<file path="src/rtl/hdmi_text_pixels.sv">
// hdmi_text_pixels: character-cell text renderer for a 1024x600 active raster.
// Turns upstream timing into character RAM / font ROM lookups and emits one
// RGB pixel per clock, three cycles behind the timing inputs.
//
// Optional feature macro: HDMI_TEXT_CURSOR_EN (adds a blinking block cursor).
//
// Ports:
//   clk, reset_low                 pixel clock, async active-low reset
//   active, h_sync, v_sync         registered upstream timing
//   h_start, v_start               first-pixel-of-line / first-line-of-frame pulses
//   char_addr / char_data          character RAM port {row,col} / {inverse,glyph}
//   font_addr / font_data          font ROM port {glyph,scanline} / 8 pixels, MSB left
//   cursor_col, cursor_row         cursor cell (HDMI_TEXT_CURSOR_EN only)
//   out_active, out_h_sync,
//   out_v_sync, out_rgb            timing delayed 3 cycles plus pixel colour
module hdmi_text_pixels #(
  parameter int unsigned COLUMNS      = 128,
  parameter int unsigned ROWS         = 40,
  parameter int unsigned GLYPH_HEIGHT = 15,
  parameter logic [23:0] FG_RGB       = 24'hFFFFFF,
  parameter logic [23:0] BG_RGB       = 24'h000000
) (
  input  logic        clk,
  input  logic        reset_low,
  input  logic        active,
  input  logic        h_sync,
  input  logic        v_sync,
  input  logic        h_start,
  input  logic        v_start,
  output logic [12:0] char_addr,
  input  logic [7:0]  char_data,
  output logic [10:0] font_addr,
  input  logic [7:0]  font_data,
`ifdef HDMI_TEXT_CURSOR_EN
  input  logic [6:0]  cursor_col,
  input  logic [5:0]  cursor_row,
`endif
  output logic        out_active,
  output logic        out_h_sync,
  output logic        out_v_sync,
  output logic [23:0] out_rgb
);

  localparam int unsigned COL_W  = 7;
  localparam int unsigned ROW_W  = 6;
  localparam int unsigned SCAN_W = 4;
  localparam int unsigned PIX_W  = 3;

  localparam logic [COL_W-1:0]  COL_LAST  = COL_W'(COLUMNS - 1);
  localparam logic [ROW_W-1:0]  ROW_LAST  = ROW_W'(ROWS - 1);
  localparam logic [SCAN_W-1:0] SCAN_LAST = SCAN_W'(GLYPH_HEIGHT - 1);
  localparam logic [PIX_W-1:0]  PIX_LAST  = PIX_W'(7);

  // Stage 0 counters
  logic [COL_W-1:0]  col_q, col_d, col_cur;
  logic [PIX_W-1:0]  pix_q, pix_d, pix_cur;
  logic [SCAN_W-1:0] scan_q, scan_d;
  logic [ROW_W-1:0]  row_q, row_d;
  logic              armed_q;
  logic              line_act;

  // Stage 1 / stage 2 pipeline
  logic              s1_act_q, s1_hs_q, s1_vs_q;
  logic [SCAN_W-1:0] s1_scan_q;
  logic [PIX_W-1:0]  s1_pix_q;
  logic              s2_act_q, s2_hs_q, s2_vs_q;
  logic [PIX_W-1:0]  s2_pix_q;
  logic              s2_inv_q;
  logic              cursor_c;
  logic              pixel_on;

  // Stage 0: current position for this cycle's address and next counter state
  always_comb begin
    col_cur = h_start ? '0 : col_q;
    pix_cur = h_start ? '0 : pix_q;
    scan_d  = scan_q;
    row_d   = row_q;
    if (v_start) begin
      scan_d = '0;
      row_d  = '0;
    end else if (h_start) begin
      if (scan_q == SCAN_LAST) begin
        scan_d = '0;
        if (row_q != ROW_LAST) row_d = row_q + 1'b1;
      end else begin
        scan_d = scan_q + 1'b1;
      end
    end
    col_d = col_cur;
    pix_d = pix_cur;
    if (active) begin
      pix_d = pix_cur + 1'b1;
      if (pix_cur == PIX_LAST && col_cur != COL_LAST) col_d = col_cur + 1'b1;
    end
  end

  // After reset, suppress output until a line is properly started.
  assign line_act = active & (armed_q | h_start);

  // Address outputs are combinational by construction; forced to 0 in reset.
  assign char_addr = reset_low ? {row_d, col_cur} : '0;
  assign font_addr = reset_low ? {char_data[6:0], s1_scan_q} : '0;

`ifdef HDMI_TEXT_CURSOR_EN
  logic [4:0] frame_q, frame_cur;
  logic       started_q;
  logic       s1_cur_q, s2_cur_q;

  // First v_start after reset opens frame 0; later ones advance the count.
  assign frame_cur = (v_start && started_q) ? frame_q + 1'b1 : frame_q;

  always_ff @(posedge clk or negedge reset_low) begin
    if (!reset_low) begin
      frame_q   <= '0;
      started_q <= 1'b0;
      s1_cur_q  <= 1'b0;
      s2_cur_q  <= 1'b0;
    end else begin
      if (v_start) started_q <= 1'b1;
      frame_q  <= frame_cur;
      s1_cur_q <= (col_cur == cursor_col) && (row_d == cursor_row) && !frame_cur[4];
      s2_cur_q <= s1_cur_q;
    end
  end

  assign cursor_c = s2_cur_q;
`else
  assign cursor_c = 1'b0;
`endif

  // Stage 2: pick this pixel's font bit, apply inverse video and cursor
  assign pixel_on = font_data[PIX_LAST - s2_pix_q] ^ s2_inv_q ^ cursor_c;

  // Counters and the three pipeline stages
  always_ff @(posedge clk or negedge reset_low) begin
    if (!reset_low) begin
      col_q      <= '0;
      pix_q      <= '0;
      scan_q     <= '0;
      row_q      <= '0;
      armed_q    <= 1'b0;
      s1_act_q   <= 1'b0;
      s1_hs_q    <= 1'b0;
      s1_vs_q    <= 1'b0;
      s1_scan_q  <= '0;
      s1_pix_q   <= '0;
      s2_act_q   <= 1'b0;
      s2_hs_q    <= 1'b0;
      s2_vs_q    <= 1'b0;
      s2_pix_q   <= '0;
      s2_inv_q   <= 1'b0;
      out_active <= 1'b0;
      out_h_sync <= 1'b0;
      out_v_sync <= 1'b0;
      out_rgb    <= '0;
    end else begin
      col_q      <= col_d;
      pix_q      <= pix_d;
      scan_q     <= scan_d;
      row_q      <= row_d;
      armed_q    <= armed_q | h_start;
      s1_act_q   <= line_act;
      s1_hs_q    <= h_sync;
      s1_vs_q    <= v_sync;
      s1_scan_q  <= scan_d;
      s1_pix_q   <= pix_cur;
      s2_act_q   <= s1_act_q;
      s2_hs_q    <= s1_hs_q;
      s2_vs_q    <= s1_vs_q;
      s2_pix_q   <= s1_pix_q;
      s2_inv_q   <= char_data[7];
      out_active <= s2_act_q;
      out_h_sync <= s2_hs_q;
      out_v_sync <= s2_vs_q;
      out_rgb    <= s2_act_q ? (pixel_on ? FG_RGB : BG_RGB) : 24'h000000;
    end
  end

endmodule

</file>
<file path="config.mk">
export PLATFORM = sky130hd
export DESIGN_NAME = hdmi_text_pixels
export DESIGN_NICKNAME = d
export VERILOG_FILES = /design/src/rtl/hdmi_text_pixels.sv
export SDC_FILE = /design/constraint.sdc
export NUM_CORES = 1
export LEC_CHECK = 0
export CELL_PAD_IN_SITES_DETAIL_PLACEMENT = 2
export CELL_PAD_IN_SITES_GLOBAL_PLACEMENT = 2
export CORE_ASPECT_RATIO = 1.5
export CORE_UTILIZATION = 27
export CTS_BUF_LIST = sky130_fd_sc_hd__clkbuf_2
export DETAILED_ROUTE_END_ITERATION = 7
export GPL_ROUTABILITY_DRIVEN = 0
export PLACE_DENSITY_LB_ADDON = 0.1
export RECOVER_POWER = 25
export REMOVE_ABC_BUFFERS = 1
export SLEW_MARGIN = 10
export SYNTH_ARGS = -nofsm -noshare
export SYNTH_HDL_FRONTEND = slang
export SYNTH_SLANG_ARGS = --single-unit
</file>
<file path="constraint.sdc">
create_clock -name clk -period 2 [get_ports clk]
set_input_delay 0.2 -clock clk [delete_from_list [all_inputs] [get_ports clk]]
set_output_delay 0.2 -clock clk [all_outputs]
set_load 0.02 [all_outputs]
</file>
# Word-level counts from Yosys, hierarchy flattened
# Index checks and enable logic that the tools add are counted.
# word_totals
register_bits	61
inputBits	23
output_inout_bits	51
elab_cells	51
# classes
n_addsub	5
magnitude_cmp	1
n_eq_ne	4
n_mux	18
bitwise_logic	3
reduce_logical	2
# ops
operator	n
24-bit 2-to-1 mux	2
6-bit 2-to-1 mux	4
7-bit 2-to-1 mux	3
13-bit 2-to-1 mux	1
4-bit 2-to-1 mux	3
11-bit 2-to-1 mux	1
7-bit by 1-bit adder with 7-bit output (second input constant)	1
7-bit inequality test (second input constant)	1
6-bit by 1-bit adder with 6-bit output (second input constant)	1
3-bit 2-to-1 mux	2
6-bit inequality test (second input constant)	1
4-bit by 1-bit adder with 4-bit output (second input constant)	1
4-bit equality test (second input constant)	1
3-bit by 4-bit < comparator with 1-bit output (second input constant)	1
3-bit by 1-bit adder with 3-bit output (second input constant)	1
1-bit binary-select mux with 3-bit select	1
3-bit equality test (second input constant)	1
3-bit subtractor (first input constant)	1
2-bit nonzero test	1
1-bit bitwise AND	1
1-bit logical AND	1
1-bit 2-to-1 mux	1
1-bit bitwise OR	1
1-bit XOR	1

# Longest topological paths before layout
# Gate-level depths: netlist of the first run.
# logic_depth
word_depth	6
ltp_mapped	8
depth_no_buf	7

# Worst setup path before layout of the first run
# Ideal clock, no wire load.
# synth_path
path_kind	input-to-reg
start	input port h_start
end	register col_q[5]
setup_time_ps	77
t_arrival_ps	1714
t_required_ps	1923
path_slack_ps	209
stages	8
n_path_buf	1
path_cell_list	buf_4 -> nor2b_1 -> ha_1 -> ha_1 -> and2_4 -> nand4_4 -> or4_1 -> a21oi_1
# synth_between
elab_chain_cells	5
word_cells_on_any_way	8
classes_between	add/sub: 1; eq/ne: 2; mux: 4; reduce/logical: 1
# synth_lines
item	line_no	text
from (decl)	28	input logic h_start,
3-bit 2-to-1 mux	75	pix_cur = h_start ? '0 : pix_q;
net pix_cur[0]	56	logic [PIX_W-1:0] pix_q, pix_d, pix_cur;
3-bit equality test	93	if (pix_cur == PIX_LAST && col_cur != COL_LAST) col_d = col_cur + 1'b1;
1-bit logical AND	93	
7-bit 2-to-1 mux	93	
7-bit 2-to-1 mux	91	if (active) begin
net col_d[5]	55	logic [COL_W-1:0] col_q, col_d, col_cur;
to (signal assigned)	157	col_q <= col_d;
to (decl)	55	
# The timed path passes the listed nets, and every way through them passes these cells.
# A chain may end at the register's enable or synchronous reset.

==> impl_results.md, run 1 <==
* Reg2reg end: row_q[3]
* Yosys top cell by area: dfrtp_1
* Failing checks: design-rule violations, negative setup slack
* Routed Antenna Nets at 0
* Mux contribution to synthesized area at 6.54%
* Compound-Gate Fraction of Synth Area at 6.41%
* Main combinational cell family by area after synthesis: simple AND/OR/NAND/NOR gates
* Pwr Density at 575 mW/mm^2
* Status: complete, but fails checks
* Ports at 74
* Primary FF master, synth: dfrtp_1
* Reg2Reg Depth at 11
* # port buffers at 73
* Post-DR wirelength/cell at 16.8 um
* Commonest cells in the netlist: dfrtp_1 (38), buf_4 (24), and2_1 (18), nor2_1 (15)
* Area Overhead vs Synth at 55.4%
* N_diodes at 0
* Xor and xnor area share after synthesis at 2.72%
* Yosys top cell area share at 49.2%
* Core Region at just under 0.007 mm^2
* Cell Rows at 37
* GRT overflow at 0
* Via count at 1728
* Final Cycle Share at 108%
* Clk sinks at 38
* Unique masters post-synth at 36
* Vias in the first global route at 1917
* CP Data Required Time at ~1.8 ns
* Post-DR vias/cell at approximately 4.8
* Fin Clk Skew at 0.0257 ns
* Max-Slew Margin vs Limit at 13.9%
* Final TNS setup at -0.796 ns
* Cell Chain, Critical Path: inv_1, ha_2, and4_4, buf_4, nand2_2, mux2i_2, nor2_1, buf_4
* Crit path to: char_addr[10]
* Register area share after synthesis at 49.2%
* Gate Count Post-Synth at 180
* First-pass GRT wire length at between 9000 and 10000 um
* Worst skew pair latency at 0.42 ns
* Critical path type: reg2out
* Number of flops mapped to enable cells by yosys at 0
* Most frequent cell after synthesis: dfrtp_1
* Max stage delay cell, worst path: dfrtp_1
* Crit path launch type: flip-flop
* Period minus WS final at 2.16 ns
* Synth Register Bits at 38
* Gr usage total at 17.2%
* Pre-CTS setup slack at -0.403 ns
* WP data arrival at roughly 2.0 ns
* Worst Max-Slew Pin Slew at 1.29 ns
* FF-to-FF setup slack at 0.10 ns
* Mapped cell area at 0.00193 mm^2
* Maximum vdd drop at 0.000293 V
* Number of max-cap violations at 0
* Fmax at 464 MHz
* Final slew viol count at 0
* CTS Buf Count at 5
* CP max FO at 5
* H-Tree Level Count at 2
* Synth Warn # at 0
* Pin count of the biggest net entering global routing at 26
* Post-DP HPWL at roughly 4500 um
* Final WS setup at -0.156 ns
* R2r startpoint: s1_scan_q[0]
* Layout cell share with drive strength beyond 1 at 27.4%
* CTS max path bufs at 2
* Async set-reset flop share out of synthesis at between 90% and 100%
* Endpoints failing hold at 0
* Crit. End Element: primary output
* Starting Density at between 20% and 30%
* Die Height at 106 um
* Setup Viol. Count Final at 6
* Reg clk slew, reported paths at between 0.2 and 0.25 ns
* Die W at 71.1 um
* Simple-gate portion of the synthesized area at 20.7%
* Class of the worst hold path: in2async
* RSZ-0062 raised after global routing: yes
* Final #Nets at 309
* CP max stage delay at ~0.43 ns
* Initial DRT Pass Iterations at 8
* DR iter-0 viols at 62
* CP startpoint: s1_scan_q[0]
* CTS tree: built
* # DRC at 13
* Adder and majority gate portion of the synthesized area at 3.88%
* Drt total wl at 6030 um
* CTS root buf: clkbuf_2
* Leakage at 1.41 nW
* Initial antenna violation count at 0
* Syn Area/Cell at about 11 um^2
* Total die area at 0.00751 mm^2
* Synth top area cells: dfrtp_1 (49%), buf_4 (9.3%), and2_1 (5.8%), ha_1 (3.9%), mux2i_1 (3.6%)
* Crit-path most repeated cell: buf_4
-- flip-flops by register name, indices dropped and copies added, names as in the netlist, 3 cells and up --
name       cells
col_q          7
row_q          6
s2_pix_q       3
pix_q          3
s1_pix_q       3
s1_scan_q      4
-- worst max-delay path: cells and delay by family, from the launching register on --
kind / cells / cell delay (ns)
flip-flops: 1 / 0.43
buffers and inverters: 3 / 0.34
multiplexers: 1 / 0.15
AND/OR/NAND/NOR: 3 / 0.44
adder cells (fa/ha/maj): 1 / 0.17
-- per-layer routing --
metal  wire length, um  GRT usage (%)  vias to the layer above
li1                  -              -                      787
met1              2110           17.2                      857
met2              3430           33.4                       73
met3               370           3.82                       11
met4               131           7.00                        0
met5                 0              0                        -
-- report_power, final --
| part | total [mW] | internal (mW) | switching, mW |
|---|---|---|---|
| Sequential | 0.828 | 0.801 | 0.0264 |
| Clock | 0.484 | 0.207 | 0.276 |
| Combinational | 0.417 | 0.218 | 0.199 |
-- placed cells by master (no fill, tap or decap), drive strengths merged, types with 2 or more instances in the layout --
cell type	instances
clkdlybuf4s50	53
buf	48
dfrtp	38
and2	20
nor2	15
a21oi	10
nand2	10
clkbuf	8
mux2i	7
dlygate4sd3	6
ha	6
nor2b	5
xor2	5
dlygate4sd2	4
clkdlybuf4s15	4
nand4	4
inv	3
mux2	3
o21ai	3
o31ai	3
nor3	3
nand2b	3
or4	2
and3	2
a311oi	2
clkinv	2
dlymetal6s2s	2
-- repair_timing --
action | in CTS | in global routing
setup buffers | 7 | 5
endpoints found under the hold margin | 13 | 0
setup endpoints to repair | 37 | 36
hold buffers | 3 | 0
pin swaps | 5 | 5
gates resized for setup | 44 | 12
gates cloned | 0 | 0
-- kinds of logic after synthesis --
| family | count (synthesis) |
|---|---|
| AND/OR/NAND/NOR | 69 |
| flip-flops | 38 |
| buffers and inverters | 30 |
| AO/OA/AOI/OAI | 20 |
| multiplexers | 11 |
| XOR/XNOR | 6 |
| adder cells (fa/ha/maj) | 6 |
-- cell type report --
class | instances | area (um^2)
multi-input combinational | 112 | 813
timing repair buffer | 120 | 1060
fill | 709 | 3890
clock inverter | 3 | 40.0
inverter | 3 | 11.3
clock buffer | 5 | 25.0
sequential | 38 | 955
tap | 78 | 97.6
-- metrics by stage --
stage	std cells	hold WS, ns	power [mW]	utilization (%)	area, um^2
finish	359	0.359	1.73	43.6	3000
global route	359	0.303	1.81	43.6	3000
CTS	354	0.0431	1.76	42.7	2950
detailed placement	336	0.0447	1.26	40.6	2800
global placement	336	0.0452	1.24	40.6	2800
floorplan	153	-0.0956	0.989	-	1740
-- how the worst min path moves through the flow --
stage / endpoint / slack (ns) / depth (start not counted)
2_1_floorplan: armed_q / -0.1 / 0
3_3_place_gp: row_q[5] / 0.05 / 1
3_5_place_dp: row_q[4] / 0.04 / 1
4_1_cts: col_q[5] / 0.04 / 3
5_1_grt: s2_inv_q / 0.30 / 1
6_report: row_q[5] / 0.36 / 2
Power figures use the tool's default switching activity.
==> run 2, diff against run 1 <==
Settings changed: CTS_CLUSTER_SIZE from default to 30.
==> results of run 2 <==
Same layout as run 1: the final DEF is identical, and so are final timing and power.
==> run 3, diff against run 2 <==
Settings changed: CTS_CLUSTER_SIZE 30 to default, MAX_ROUTING_LAYER from default to met4.
==> run 3 against run 2 <==
Highest routed layer unchanged; via count shrank 0.12%; register-to-register slack is essentially flat; cell count is the same; global-route usage grew 0.46 points; fmax is essentially flat; hold slack lost 0.0016 ns; sequential cell count is the same; setup slack is essentially flat; utilization is the same; wire length is essentially flat; the run still ends with design-rule violations, negative setup slack left; final area is the same.
==> impl_results.md, run 3 (synthesis gave the netlist of run 1 again) <==
* Status: complete, but fails checks
* Failing checks: design-rule violations, negative setup slack
* WP data arrival at 1.96 ns
* Final WS setup at -0.156 ns
* Largest register by flop count: col_q
* Cell Rows at 37
* Core Region at 0.00690 mm^2
* Fmax at about 460 MHz
* Layout cell share with drive strength beyond 1 at 27.4%
* Critical path type: reg2out
* Initial DRT Pass Iterations at 8
* Setup Viol. Count Final at 6
* Crit. End Element: primary output
* Fin util at 43.6%
* Initial antenna violation count at 0
* Final #Nets at 309
* CTS root buf: clkbuf_2
* GRT overflow at 0
* CTS max path bufs at 2
* Commonest non-fill, non-tap cells in the layout: clkdlybuf4s50_1 (53), buf_4 (48), dfrtp_1 (37)
* Pwr Density at 575 mW/mm^2
* Max stage delay cell, worst path: dfrtp_1
* Die Height at 106 um
* RSZ-0062 raised after global routing: yes
* Final Non-Filler Cells at 359
* CP Data Required Time at 1.80 ns
* Drt total wl at between 6000 and 7000 um
* Fin Hold WS at about 0.36 ns
* Clk sinks at 38
* Routed Antenna Nets at 0
* Filler Cell Count at 709
* DR iter-0 viols at 62
* Storage cell area at 955 um^2
* Multi-input logic area at 813 um^2
* Area Overhead vs Synth at 55.4%
* Number of max-cap violations at 0
* Gr usage total at 17.7%
* Top Registers: col_q (7), row_q (6), s1_scan_q (4)
* First-pass GRT wire length at 9750 um
* Dpl cells at 336
* Crit-path most repeated cell: buf_4
* Post-DR wirelength/cell at around 17 um
* Total die area at 0.00751 mm^2
* CTS tree: built
* Via count at 1726
* H-Tree Level Count at 2
* Crit path launch type: flip-flop
* Cell Chain, Critical Path: inv_1, ha_2, and4_4, buf_4, nand2_2, mux2i_2, nor2_1, buf_4
* Post-DP HPWL at 4530 um
* CTS Buf Count at 5
* CP max FO at 5
* # port buffers at between 70 and 80
* # DRC at 13
* Starting Density at about 28%
* CP max stage delay at 0.43 ns
* Commonest non-fill, non-tap cell in the layout: clkdlybuf4s50_1
* Vias in the first global route at approximately 1900
* N_diodes at 0
* Worst skew pair latency at 0.42 ns
* Worst Max-Slew Pin Slew at 1.29 ns
* Max reg flops at 7
* Period minus WS final at 2.16 ns
* Class of the worst hold path: in2async
* Pin count of the biggest net entering global routing at 26
* Endpoints failing hold at 0
* Post-DR vias/cell at 4.81
* Ports at 74
* Final slew viol count at 0
* Max-Slew Margin vs Limit at 14.1%
* Maximum vdd drop at between 0.0002 and 0.0003 V
* Leakage at 1.41 nW
* Die W at 71.1 um
* Fin Clk Skew at around 0.026 ns
* Final TNS setup at -0.795 ns
* Reg clk slew, reported paths at 0.23 ns
* Final Cycle Share at 108%
[run 3: cell counts in the layout (fill, tap and decap cells not counted)]
Identical to the previous run, type by type.
[run 3: worst max-delay path, delay by kind of cell, from the launching register on]
kind,cells,cell delay (ns)
fa+ha+maj,1,0.17
mux,1,0.15
buf+inv,3,0.34
flops,1,0.43
simple gates,3,0.44
[run 3: path summary, 6_finish.rpt]
check / end / from / slack (ns) / depth (start not counted)
setup / recovery: char_addr[10] / s1_scan_q[0] / -0.16 / 8
hold / removal: row_q[5] / reset_low / 0.36 / 2
max in group asynchronous: out_rgb[22] / reset_low / 0.33 / 3
min in group clk: s2_inv_q / char_data[7] / 0.36 / 1
hold reg to reg: out_h_sync / s2_hs_q / 0.37 / 0
setup reg to reg: row_q[3] / s1_scan_q[0] / 0.10 / 11
[run 3: repair_timing]
item                                    CTS  global route
hold endpoints to repair                 13             0
setup buffers                             7             5
resized for setup                        44            12
endpoints found under the setup margin   37            36
hold buffers                              3             0
pin swaps                                 5             5
[run 3: cell type report]
cell class	count	share of cell area, %
well taps	78	3.25
repair buffers	120	35.4
clock inverters	3	1.33
multi-input cells	112	27.1
inverters	3	0.375
flip-flops and latches	38	31.8
clock buffers	5	0.833
[run 3: where the power goes]
part / internal [mW] / switching (mW)
logic: 0.218 / 0.199
registers: 0.801 / 0.0265
clock network: 0.207 / 0.276
total: 1.23 / 0.502
[run 3: layer usage]
| metal | track usage, % | part of all wire (%) | up-vias |
|---|---|---|---|
| met5 | - | 0 | - |
| met4 | 7.00 | 2.1 | 0 |
| met3 | 3.54 | 5.8 | 11 |
| met2 | 33.4 | 57 | 73 |
| met1 | 17.3 | 35 | 856 |
| li1 | - | - | 786 |
[run 3: metrics by stage]
stage / cell area (um^2) / total power [mW] / worst slack [ns]
after floorplan: 1740 / 0.989 / -1.35
after global placement: 2800 / 1.24 / -0.271
after detailed placement: 2800 / 1.26 / -0.403
after CTS: 2950 / 1.76 / -0.191
after global routing: 3000 / 1.81 / -0.285
final: 3000 / 1.73 / -0.156
==> RTL change: new RTL, flow settings as in run 3 <==
`out_rgb` no longer has a reset.
--- a/src/rtl/hdmi_text_pixels.sv
+++ b/src/rtl/hdmi_text_pixels.sv
@@ -152,7 +152,6 @@
       out_active <= 1'b0;
       out_h_sync <= 1'b0;
       out_v_sync <= 1'b0;
-      out_rgb    <= '0;
     end else begin
       col_q      <= col_d;
       pix_q      <= pix_d;
@@ -172,8 +171,11 @@
       out_active <= s2_act_q;
       out_h_sync <= s2_hs_q;
       out_v_sync <= s2_vs_q;
-      out_rgb    <= s2_act_q ? (pixel_on ? FG_RGB : BG_RGB) : 24'h000000;
     end
+  end
+
+  always_ff @(posedge clk) begin
+    out_rgb <= s2_act_q ? (pixel_on ? FG_RGB : BG_RGB) : 24'h000000;
   end
 
 endmodule
Check against the original RTL: differs if reset_low is asserted again (counterexample within 4 cycles, from zero or initial values and one cycle with reset_low low); with reset_low held inactive, the same outputs for 10 cycles.
==> RTL change against run 3 <==
The flow still finishes with violations (design-rule violations, negative setup slack); cell area increased by 0.71%; sequential power decreased by 2%; count of clock-buffer cells in the layout stayed put; non-clock buffer count up 5; area after synthesis decreased by 1.2%; wire length grew 2.8%; sequential share of layout area decreased by 0.51 points; final cell count up 0.56%; fmax is 1.8% higher; worst setup slack better by 0.037 ns; power decreased by 8.1%; sequential cell count unchanged; combinational power is 2% higher; critical path type unchanged; largest cell class unchanged.
==> RTL change: results (changes against run 3) <==
Placed design
  – Hpwl dp: 4.50 mm (was 4.53 mm)
  – # port buffers: 73 (unchanged)
  – Placed cell count: 338 (was 336)

Synthesis
  – Mapped Cells: 178 (was 180)
  – Asr flop ratio synth: 97.4% (was 100%)
  – Unique cell type count in the Yosys netlist: 35 (was 36)
  – Synth top area cells: dfrtp_1 (48%), buf_4 (9.4%), and2_1 (6.5%), ha_1 (3.9%), nor2_1 (2.9%) (was dfrtp_1 (49%), buf_4 (9.3%), and2_1 (5.8%), ha_1 (3.9%), mux2i_1 (3.6%))
  – Sequential cell area fraction in the yosys report: 49.5% (was 49.2%)
  – Most used DFF post-synth: dfrtp_1 (unchanged)
  – Most instantiated cells after synthesis: dfrtp_1 (37), buf_4 (24), and2_1 (20) (was dfrtp_1 (38), buf_4 (24), and2_1 (18))
  – Compound-gate portion of the synthesized area: 6.75% (was 6.41%)
  – Mux cell area share after synthesis: 6.22% (was 6.54%)
  – Adder-cell area share of the yosys netlist: 3.93% (was 3.88%)
  – Yosys warnings: 0 (unchanged)
  – XOR/XNOR Fraction of Synth Area: 2.75% (was 2.72%)

STA
  – Final setup margin: -0.118 ns (was -0.156 ns)
  – Setup violations, final: 6 (unchanged)
  – Worst slew pin tran: 1.04 ns (was 1.29 ns)
  – Skew final: 0.00957 ns (was 0.0258 ns)

Global routing
  – First-pass GRT wire length: 9.84 mm (was 9.75 mm)
  – Initial antenna violation count: 0 (unchanged)
  – Largest net degree at the start of global routing: 25 (was 26)
  – Vias in the first global route: 1934 (was 1915)
  – GRT Total Usage: 17.5% (was 17.7%)

Route
  – Residual DRC: 24 (was 13)
  – DR vias: 1676 (was 1726)
  – DRT iter0 DRCs: 44 (was 62)
  – Routed wire per std cell: 17.2 microns (was 16.8 microns)
  – Routed WL: 6.20 mm (was 6.03 mm)
  – Pre-antenna DRT Iters: 5 (was 8)

Power
  – P_leak: 1.39 nW (was 1.41 nW)
  – Sw frac: 31.0% (was 29.0%)
  – Reg power frac: 51.1% (was 47.9%)
  – Combinational fraction of design power: 26.9% (was 24.1%)
  – Max VDD drop: 0.000229 V (was 0.000292 V)

Clock network
  – H-tree Lvls: 2 (unchanged)
  – Clock Tree Root: clkbuf_2 (unchanged)
  – Clock Latency Late Sink: 0.40 ns (was 0.42 ns)
  – Clock Pin Slew Worst Setup and Hold Paths: 0.20 ns (was 0.23 ns)
  – Setup bufs post-CTS: 7 (unchanged)
  – CTS resizes: 46 (was 44)
  – Clock buffer depth: 2 (unchanged)
  – Post-CTS Hold Fix Bufs: 2 (was 3)

Critical path
  – Worst EP arrival: 1.92 ns (was 1.96 ns)
  – Worst-path fanout max: 6 (was 5)

Layout
  – Fillers: 739 (was 709)
  – Share of layout cells above drive strength 1: 30.7% (was 27.4%)
  – Layout net count: 311 (was 309)

Run status
  – Status: finished with violations (unchanged)
  – Violated checks: design-rule violations, negative setup slack (unchanged)

Min path
  – Hold/Removal Path Class: primary input to flip-flop (was primary input to asynchronous set/reset pin)
[RTL change: metal layers]
metal	track usage (%)	share of wire, %	wire length, microns	vias to the layer above
li1	-	-	-	778
met1	18.8	39	2420	823
met2	32.5	55	3400	68
met3	2.60	4.8	297	7
met4	5.57	1.4	84	0
met5	-	0	0	-
[RTL change: worst paths after layout]
| check | cells past startpoint | startpoint | slack [ns] | end |
|---|---|---|---|---|
| setup / recovery | 7 | s1_scan_q[0]$_DFFE_PN0P_ | -0.12 | char_addr[12] |
| hold / removal | 1 | char_data[7] | 0.36 | s2_inv_q$_DFF_PN0_ |
| setup reg to reg | 11 | s1_scan_q[0]$_DFFE_PN0P_ | 0.07 | row_q[3]$_DFF_PN0_ |
| hold reg to reg | 0 | s2_hs_q$_DFF_PN0_ | 0.37 | out_h_sync$_DFF_PN0_ |
| max in group asynchronous | 3 | reset_low | 0.79 | pix_q[0]$_DFF_PN0_ |
| min in group asynchronous | 3 | reset_low | 0.47 | row_q[5]$_DFF_PN0_ |
[RTL change: final cells by class]
type / count / area, sq um / share of cell area (%)
clock buffers: 5 / 25.0 / 0.827
flip-flops and latches: 38 / 946 / 31.3
multi-input cells: 109 / 837 / 27.7
repair buffers: 125 / 1090 / 36.1
clock inverters: 3 / 16.3 / 0.538
well taps: 78 / 97.6 / 3.23
inverters: 3 / 11.3 / 0.372
[RTL change: stage by stage]
stage	worst slack (ns)	utilization (%)	instance area, sq um	power, W	TNS, ns
2_1_floorplan	-1.56	-	1710	0.000986	-37.37
3_3_place_gp	-0.279	41.0	2810	0.00124	-3.03
3_5_place_dp	-0.478	41.0	2810	0.00125	-4.19
4_1_cts	-0.151	42.7	2930	0.00161	-0.534
5_1_grt	-0.263	44.2	3030	0.00167	-1.25
6_report	-0.118	44.2	3030	0.00159	-0.451
